## src/rtl/mem_arb_pkg.sv

```systemverilog
// Shared types and constants for the two-requester memory arbiter.
package mem_arb_pkg;
  localparam int ADDR_W = 32;
  localparam int DATA_W = 32;
  localparam int MASK_W = 4;

  typedef enum logic [1:0] {
    ST_IDLE = 2'd0,
    ST_REQ  = 2'd1,
    ST_WAIT = 2'd2
  } arb_state_t;

  localparam logic OWN_IFU = 1'b0;
  localparam logic OWN_LSU = 1'b1;

  // Owner to one-hot port select: bit 0 is IFU, bit 1 is LSU.
  function automatic logic [1:0] own_onehot(input logic owner);
    logic [1:0] oh;
    case (owner)
      OWN_IFU: oh = 2'b01;
      OWN_LSU: oh = 2'b10;
      default: oh = 2'b00;
    endcase
    return oh;
  endfunction
endpackage

```

## src/rtl/mem_arb_rr2.sv

```systemverilog
// Two-way round-robin selector; grant bit 0 is IFU, bit 1 is LSU.
module mem_arb_rr2
  import mem_arb_pkg::*;
(
  input  logic       ifu_valid,
  input  logic       lsu_valid,
  input  logic       last_grant,
  input  logic       enable,
  output logic [1:0] grant
);

  // Pick the sole requester, or on a tie the one not granted last.
  always_comb begin
    grant = 2'b00;
    if (!enable) begin
      grant = 2'b00;
    end else if (ifu_valid && lsu_valid) begin
      grant = (last_grant == OWN_LSU) ? 2'b01 : 2'b10;
    end else if (ifu_valid) begin
      grant = 2'b01;
    end else if (lsu_valid) begin
      grant = 2'b10;
    end else begin
      grant = 2'b00;
    end
  end

endmodule

```

## src/rtl/mem_arbiter.sv

```systemverilog
// Arbitrates IFU and LSU onto one memory port with a single outstanding
// transaction and a response timeout.
module mem_arbiter
  import mem_arb_pkg::*;
#(
  parameter int TIMEOUT_CYCLES = 255
) (
  input  logic              sys_clk,
  input  logic              sys_rst,
  input  logic              ifu_req_valid,
  output logic              ifu_req_ready,
  input  logic [ADDR_W-1:0] ifu_addr,
  output logic              ifu_resp_valid,
  output logic [DATA_W-1:0] ifu_resp_data,
  input  logic              lsu_req_valid,
  output logic              lsu_req_ready,
  input  logic              lsu_wen,
  input  logic [ADDR_W-1:0] lsu_addr,
  input  logic [DATA_W-1:0] lsu_wdata,
  input  logic [MASK_W-1:0] lsu_wmask,
  output logic              lsu_resp_valid,
  output logic [DATA_W-1:0] lsu_resp_data,
  output logic              mem_req_valid,
  input  logic              mem_req_ready,
  output logic              mem_wen,
  output logic [ADDR_W-1:0] mem_addr,
  output logic [DATA_W-1:0] mem_wdata,
  output logic [MASK_W-1:0] mem_wmask,
  input  logic              mem_resp_valid,
  input  logic [DATA_W-1:0] mem_resp_data,
  output logic              arb_timeout
);

  localparam int CNT_W = $clog2(TIMEOUT_CYCLES + 1);
  localparam logic [CNT_W-1:0] CNT_MAX  = CNT_W'(TIMEOUT_CYCLES);
  localparam logic [CNT_W-1:0] CNT_LAST = CNT_W'(TIMEOUT_CYCLES - 1);
  localparam logic [CNT_W-1:0] CNT_ONE  = CNT_W'(1);
  localparam logic [CNT_W-1:0] CNT_ZERO = CNT_W'(0);

  arb_state_t        state_r;
  logic              owner_r;
  logic              last_grant_r;
  logic [ADDR_W-1:0] addr_r;
  logic [DATA_W-1:0] wdata_r;
  logic [MASK_W-1:0] wmask_r;
  logic              wen_r;
  logic [CNT_W-1:0]  cnt_r;

  logic [1:0]        grant_s;
  logic [1:0]        owner_oh_s;
  logic              in_idle_s;
  logic              in_req_s;
  logic              in_wait_s;
  logic              timeout_s;
  logic              resp_valid_s;
  logic [DATA_W-1:0] resp_data_s;

  // Gating on the reset pin keeps req_ready low while reset is held.
  assign in_idle_s  = (state_r == ST_IDLE) && sys_rst;
  assign in_req_s   = (state_r == ST_REQ);
  assign in_wait_s  = (state_r == ST_WAIT);
  assign owner_oh_s = own_onehot(owner_r);
  // cnt_r counts completed WAIT cycles, so the abort lands on WAIT cycle TIMEOUT_CYCLES.
  assign timeout_s  = in_wait_s && !mem_resp_valid && (cnt_r >= CNT_LAST);

  mem_arb_rr2 u_rr2 (
    .ifu_valid  (ifu_req_valid),
    .lsu_valid  (lsu_req_valid),
    .last_grant (last_grant_r),
    .enable     (in_idle_s),
    .grant      (grant_s)
  );

  assign ifu_req_ready = grant_s[0];
  assign lsu_req_ready = grant_s[1];

  // Response source: memory data wins over a coincident timeout.
  always_comb begin
    resp_valid_s = 1'b0;
    resp_data_s  = {DATA_W{1'b0}};
    if (in_wait_s && mem_resp_valid) begin
      resp_valid_s = 1'b1;
      resp_data_s  = mem_resp_data;
    end else if (timeout_s) begin
      resp_valid_s = 1'b1;
      resp_data_s  = {DATA_W{1'b0}};
    end else begin
      resp_valid_s = 1'b0;
      resp_data_s  = {DATA_W{1'b0}};
    end
  end

  assign ifu_resp_valid = resp_valid_s & owner_oh_s[0];
  assign lsu_resp_valid = resp_valid_s & owner_oh_s[1];
  assign ifu_resp_data  = owner_oh_s[0] ? resp_data_s : {DATA_W{1'b0}};
  assign lsu_resp_data  = owner_oh_s[1] ? resp_data_s : {DATA_W{1'b0}};
  assign arb_timeout    = timeout_s;

  assign mem_req_valid = in_req_s;
  assign mem_wen       = in_req_s ? wen_r : 1'b0;
  assign mem_addr      = in_req_s ? addr_r : {ADDR_W{1'b0}};
  assign mem_wdata     = in_req_s ? wdata_r : {DATA_W{1'b0}};
  assign mem_wmask     = in_req_s ? wmask_r : {MASK_W{1'b0}};

  // Transaction FSM: accept, issue, wait for response or timeout.
  always_ff @(posedge sys_clk or negedge sys_rst) begin
    if (!sys_rst) begin
      state_r      <= ST_IDLE;
      owner_r      <= OWN_IFU;
      last_grant_r <= OWN_LSU;
      addr_r       <= {ADDR_W{1'b0}};
      wdata_r      <= {DATA_W{1'b0}};
      wmask_r      <= {MASK_W{1'b0}};
      wen_r        <= 1'b0;
      cnt_r        <= CNT_ZERO;
    end else begin
      case (state_r)
        ST_IDLE: begin
          if (grant_s[1]) begin
            state_r      <= ST_REQ;
            owner_r      <= OWN_LSU;
            last_grant_r <= OWN_LSU;
            addr_r       <= lsu_addr;
            wdata_r      <= lsu_wdata;
            wmask_r      <= lsu_wmask;
            wen_r        <= lsu_wen;
          end else if (grant_s[0]) begin
            state_r      <= ST_REQ;
            owner_r      <= OWN_IFU;
            last_grant_r <= OWN_IFU;
            addr_r       <= ifu_addr;
            wdata_r      <= {DATA_W{1'b0}};
            wmask_r      <= {MASK_W{1'b0}};
            wen_r        <= 1'b0;
          end else begin
            state_r <= ST_IDLE;
          end
        end
        ST_REQ: begin
          if (mem_req_ready) begin
            state_r <= ST_WAIT;
            cnt_r   <= CNT_ZERO;
          end else begin
            state_r <= ST_REQ;
          end
        end
        ST_WAIT: begin
          if (mem_resp_valid || timeout_s) begin
            state_r <= ST_IDLE;
          end else if (cnt_r != CNT_MAX) begin
            cnt_r <= cnt_r + CNT_ONE;
          end else begin
            cnt_r <= cnt_r;
          end
        end
        default: begin
          state_r <= ST_IDLE;
        end
      endcase
    end
  end

endmodule
```

## config.mk

```make
export PLATFORM = sky130hd
export DESIGN_NAME = mem_arbiter
export DESIGN_NICKNAME = d
export VERILOG_FILES = /design/src/rtl/mem_arb_pkg.sv /design/src/rtl/mem_arb_rr2.sv /design/src/rtl/mem_arbiter.sv
export SDC_FILE = /design/constraint.sdc
export NUM_CORES = 1
export LEC_CHECK = 0
export ABC_AREA = 0
export BUFFER_PORTS_ARGS = -buffer_cell sky130_fd_sc_hd__buf_2
export CAP_MARGIN = 10
export CORE_AREA = 2 2 107 109
export CTS_CLUSTER_DIAMETER = 120
export DETAILED_ROUTE_END_ITERATION = 16
export DIE_AREA = 0 0 109 111
export PLACE_DENSITY = 0.77
export SLEW_MARGIN = 20
export SYNTH_ARGS = -nofsm -noshare
export SYNTH_HDL_FRONTEND = slang
export SYNTH_HIERARCHICAL = 1
export SYNTH_SLANG_ARGS = --single-unit
```

## constraint.sdc

```tcl
create_clock -name sys_clk -period 2.5 [get_ports sys_clk]
set_clock_uncertainty 0.1 [all_clocks]
set_input_delay 0.25 -clock sys_clk [delete_from_list [all_inputs] [get_ports sys_clk]]
set_output_delay 0.25 -clock sys_clk [all_outputs]
set_load 0.005 [all_outputs]
```

==> results of run 1 <==
[per-layer routing]
metal / vias to the layer above / track usage [%] / wire length (um)
met2: 171 / 38.6 / 6790
li1: 2025 / - / -
met4: 0 / 7.09 / 206
met1: 1971 / 23.9 / 4990
met3: 17 / 4.00 / 900
met5: - / 0 / 0
[cells in the mapped netlist (2+ instances only)]
| cell | number |
|---|---|
| a21o_1 | 3 |
| a21oi_1 | 4 |
| a22o_1 | 39 |
| and2_1 | 135 |
| and3_1 | 2 |
| buf_2 | 14 |
| clkbuf_1 | 20 |
| dfrtp_1 | 80 |
| ha_1 | 2 |
| inv_1 | 3 |
| mux2i_1 | 33 |
| nand2_1 | 43 |
| nand3_1 | 6 |
| nand4_1 | 3 |
| nor2_1 | 4 |
| nor3b_1 | 2 |
| o21ai_0 | 38 |
[registers in the layout (all words and copies together), names as in the netlist]
register and cells:
last_grant_r 1, state_r 2, wmask_r 4, wen_r 1
addr_r 32, wdata_r 32, cnt_r 8, owner_r 1
[where the power goes]
group	total, mW	leakage, nW	internal (mW)	switching (mW)
clock network	1.44	0.163	0.931	0.506
logic	2.11	2.27	1.02	1.10
registers	2.12	1.04	1.83	0.292
[final timing paths]
check,to,startpoint,cells after the start,slack [ns]
worst max-delay path,lsu_req_ready,state_r[0],6,0.18
worst min register to register,addr_r[8],addr_r[8],2,0.37
worst max register to register,wdata_r[7],state_r[0],7,0.35
min in group sys_clk,cnt_r[7],mem_req_ready,2,0.03
max in group asynchronous,owner_r,sys_rst,2,1.82
worst min-delay path,addr_r[11],sys_rst,2,-0.008
[cell usage in the layout (no fill, tap or decap), types with 4 or more instances in the layout]
| cell | instances |
|---|---|
| buf_2 | 276 |
| mux2i_1 | 33 |
| a22o_1 | 39 |
| nor2_1 | 4 |
| clkbuf_16 | 9 |
| dfrtp_1 | 80 |
| nand3_1 | 6 |
| nand2_1 | 43 |
| buf_4 | 5 |
| and2_1 | 135 |
| o21ai_0 | 37 |
[critical path, stage by stage (launching register included)]
cell and delay, ns:
dfrtp_1 0.41, nor2_1 0.30, and2_1 0.19, nand2_1 0.09, a21oi_4 0.20, buf_12 0.26, buf_2 0.18
[cells by family after synthesis]
logic type / share of synthesized area, %
buf+inv: 3.62
flops: 47.0
fa+ha+maj: 0.580
xor+xnor: 0.203
simple gates: 26.8
compound gates: 14.2
mux: 7.65
[metrics by stage]
step                power [mW]  hold slack [ns]  instances  setup slack [ns]
detailed placement        4.28            0.360        839             0.406
global placement          4.16            0.353        839             0.505
floorplan                 3.39           -0.146        445             0.410
CTS                       5.74          0.00987        855             0.159
global route              6.11           0.0219        856            0.0791
finish                    5.67         -0.00833        856             0.180
[cell type report]
cell class,instances,area [um^2]
fillers,1004,4880
multi-input cells,327,2150
flip-flops and latches,81,2030
repair buffers,285,1490
clock buffers,12,256
well taps,143,179
clock inverters,4,73.8
inverters,3,11.3
diodes,1,2.50
==> results.cfg, run 1 <==
[worst_hold_path]
hp-class = primary input to async pin

[power]
leakagePower_nw = 3.47
peakVddDrop_v = 0.000435
p_per_area_nw_per_um2 = 916

[die]
die_h_um = 111
die_x_um = 109
die_area_um2 = 12100
initial_core_util_pct = 39.0
num_rows = 39
coreArea_um2 = 11100
ios = 278

[worst_setup_path]
crit_fanout = 33
critPathLaunchType = register
critical_path_class = register to primary output
arrival_ns = 1.97
required_ns = 2.15
end_kind = primary output

[detailed_routing]
avgViaCountPerCell = 4.89
avgRoutedWirePerCell_um = 15.1
first_iter_violations = 137
wl_um = 12900
ant_nets = 0
drc = 0
vias = 4184
first_pass_iters = 4

[timing]
maxSlewViolCount = 0
relSlewSlack_pct = 51.5
final_hold_viol_count = 13
period_share_pct = 92.8
tightestPinTransition_ns = 0.727
layout_min_cycle_time_ns = 2.32
finalSetupViolations = 0
rsz0062_at_grt = false
max_freq_ghz = 0.431
setup_tns_ns = 0
hold_slack_ns = -0.00833

[logic_synthesis]
ys_seq_area_share_pct = 47.0
yosys-top-cells-area = dfrtp_1 (46%), and2_1 (20%), a22o_1 (7.9%)
syn-cell-area_um2 = 4320
synthArstFlopShare_pct = 100
synth_ff_type = dfrtp_1
ys_types = 31
yosys.area.top_type = dfrtp_1
synth_edf_count = 0
synth_top_area_share_pct = 46.4
yosysWarningCount = 6
syn_avg_cell_area_um2 = 9.70
ys_seq_elements = 81
synth_nets = 586
syn_inst = 445

[cts]
insertion_delay_ns = 0.33
cts_tree = done
cts_made_buffers = 9
cts_root_buffer = clkbuf_16
clk_pin_slew_ns = 0.06
cts_hold_buf = 0
cts_buffer_depth = 2
h-tree-depth = 3
ctsResizeCount = 0
clock_sinks = 81
post_cts.repair.setup_buffers = 0

[grt]
grt_use_total_pct = 21.0
grt_pass1_vias = 4040
antenna_found_initial = 2
grt_overflow = 0
grt_pass1_wl_um = 19700
grt_max_degree = 103

[final_layout]
drive_above_1_share_pct = 42.8
nets = 848
fin_area_um2 = 6200
finish.utilization_pct = 55.9
area_growth_pct = 43.6

[run_status]
status = complete, but fails checks
violations = hold timing

[placement]
hpwlAfterDp_um = 9880
place.gp.congestion = 0.824
post_dp_cell_area_um2 = 5860
port_buffers = 277

[job]
maxCapViolations = 0
No activity file was read; power rests on OpenSTA's default activity.
==> run 2, diff against run 1 <==
--- a/config.mk
+++ b/config.mk
@@ -8,11 +8,12 @@
 export ABC_AREA = 0
 export BUFFER_PORTS_ARGS = -buffer_cell sky130_fd_sc_hd__buf_2
 export CAP_MARGIN = 10
-export CORE_AREA = 2 2 107 109
+export CORE_MARGIN = 8
+export CORE_UTILIZATION = 46
 export CTS_CLUSTER_DIAMETER = 120
 export DETAILED_ROUTE_END_ITERATION = 16
-export DIE_AREA = 0 0 109 111
-export PLACE_DENSITY = 0.77
+export GPL_ROUTABILITY_DRIVEN = 0
+export PLACE_DENSITY = 0.87
 export SLEW_MARGIN = 20
 export SYNTH_ARGS = -nofsm -noshare
 export SYNTH_HDL_FRONTEND = slang
==> constraint.sdc (replaced) <==
create_clock -name sys_clk -period 3 [get_ports sys_clk]
set_clock_uncertainty 0.1 [all_clocks]
set_input_delay 0.3 -clock sys_clk [delete_from_list [all_inputs] [get_ports sys_clk]]
set_output_delay 0.3 -clock sys_clk [all_outputs]
set_load 0.005 [all_outputs]
==> results.cfg, run 2 (synthesis gave the netlist of run 1 again) <==
[final_layout]
area_growth_pct = 38.3
final_common_cell = buf_2
drive_above_1_share_pct = 42.5
instances_no_fill = 822
layout_common_cells = buf_2 (276), and2_1 (135), dfrtp_1 (80)
nets = 845
reg_top3 = addr_r x32, wdata_r x32, cnt_r x8

[job]
maxCapViolations = 0

[grt]
grt_pass1_wl_um = 22300
antenna_found_initial = 3
grt_overflow = 0
grt_pass1_vias = 4529
grt_max_degree = 82
grt_use_total_pct = 21.7

[timing]
maxSlewViolCount = 0
tightestPinTransition_ns = 1.06
finalSetupViolations = 0
max_freq_ghz = 0.376
setup_tns_ns = 0
period_share_pct = 88.5
final_hold_viol_count = 0
relSlewSlack_pct = 29.2
worst_slack_ns = 0.344
rsz0062_at_grt = false
layout_min_cycle_time_ns = 2.66

[cts]
cts_tree = done
h-tree-depth = 3
cts_root_buffer = clkbuf_8
ctsResizeCount = 0
cts_hold_buf = 0
clk_pin_slew_ns = 0.08
insertion_delay_ns = 0.34
post_cts.repair.setup_buffers = 0
cts_made_buffers = 9
clock_sinks = 81
cts_buffer_depth = 2

[worst_setup_path]
r2r_slack_ns = 0.34
r2r-end = wdata_r[22]
critPathLaunchType = register
ff2ff_path_depth = 8
end_kind = register
critical_path_class = register to register
required_ns = 3.18
regToRegStartpoint = state_r[0]
crit_fanout = 37
arrival_ns = 2.83

[die]
die_h_um = 113
num_rows = 35
die_x_um = 113
ios = 278
die_area_um2 = 12700
initial_core_util_pct = 47.1
coreArea_um2 = 9150

[detailed_routing]
avgViaCountPerCell = 5.10
vias = 4195
first_pass_iters = 4
first_iter_violations = 214
avgRoutedWirePerCell_um = 17.5
ant_nets = 0
drc = 0
wl_um = 14400

[power]
p_total_mw = 4.26
p_per_area_nw_per_um2 = 713
leakagePower_nw = 3.38
peakVddDrop_v = 0.000399

[worst_hold_path]
hp-class = primary input to async pin

[run_status]
status = completed

[placement]
port_buffers = 277
dp_slack_ns = 0.330
dpl.cell_count = 804
hpwlAfterDp_um = 11500
-- run 2: changes by cell type in the layout (fill, tap and decap cells not counted), sizes merged --
cell,before,now
buf,285,282
inv,4,3
diode,1,3
clkinv,1,4
bufinv,2,1
clkbuf,12,10
-- run 2: cell type report --
cell class,count,area (um^2)
antenna,3,7.51
clock buffer,10,128
inverter,3,11.3
tap,111,139
timing repair buffer,282,1440
sequential,81,2030
fill,771,3180
multi-input combinational,327,2150
clock inverter,5,57.6
-- run 2: worst max-delay path by stage --
stage / start / endpoint / slack, ns / depth (start not counted)
floorplan: state_r[0] / wdata_r[0] / 0.91 / 9
global placement: state_r[0] / wdata_r[28] / 0.48 / 8
detailed placement: state_r[0] / wdata_r[8] / 0.33 / 8
CTS: state_r[0] / wdata_r[22] / 0.32 / 8
global route: state_r[0] / wdata_r[5] / 0.15 / 8
finish: state_r[0] / wdata_r[22] / 0.34 / 8
-- run 2: power by group --
group	switching, mW	internal [mW]	leakage (nW)
combinational	0.924	0.810	2.24
sequential	0.241	1.52	1.04
clock	0.379	0.381	0.0961
-- run 2: metal layers --
metal	share of wire, %	GRT usage, %
met2	51	38.8
met4	3.0	10.6
met5	0	0
met3	9.5	7.88
met1	37	21.9
-- run 2: critical path, cell delays in order (launching register included) --
cell     delay, ns
dfrtp_1       0.42
nor2_1        0.31
and2_1        0.20
nand2_1       0.09
a21oi_4       0.15
buf_4         0.47
and2_1        0.26
buf_4         0.37
a22o_1        0.19
-- run 2: metrics by stage --
stage | hold WS, ns | instance area (um^2) | utilization, %
after floorplan | -0.0956 | 4320 | -
after global placement | 0.354 | 5770 | 63.1
after detailed placement | 0.362 | 5770 | 63.1
after CTS | 0.0490 | 5960 | 65.1
after global routing | 0.0510 | 5970 | 65.2
final | 0.0150 | 5970 | 65.2
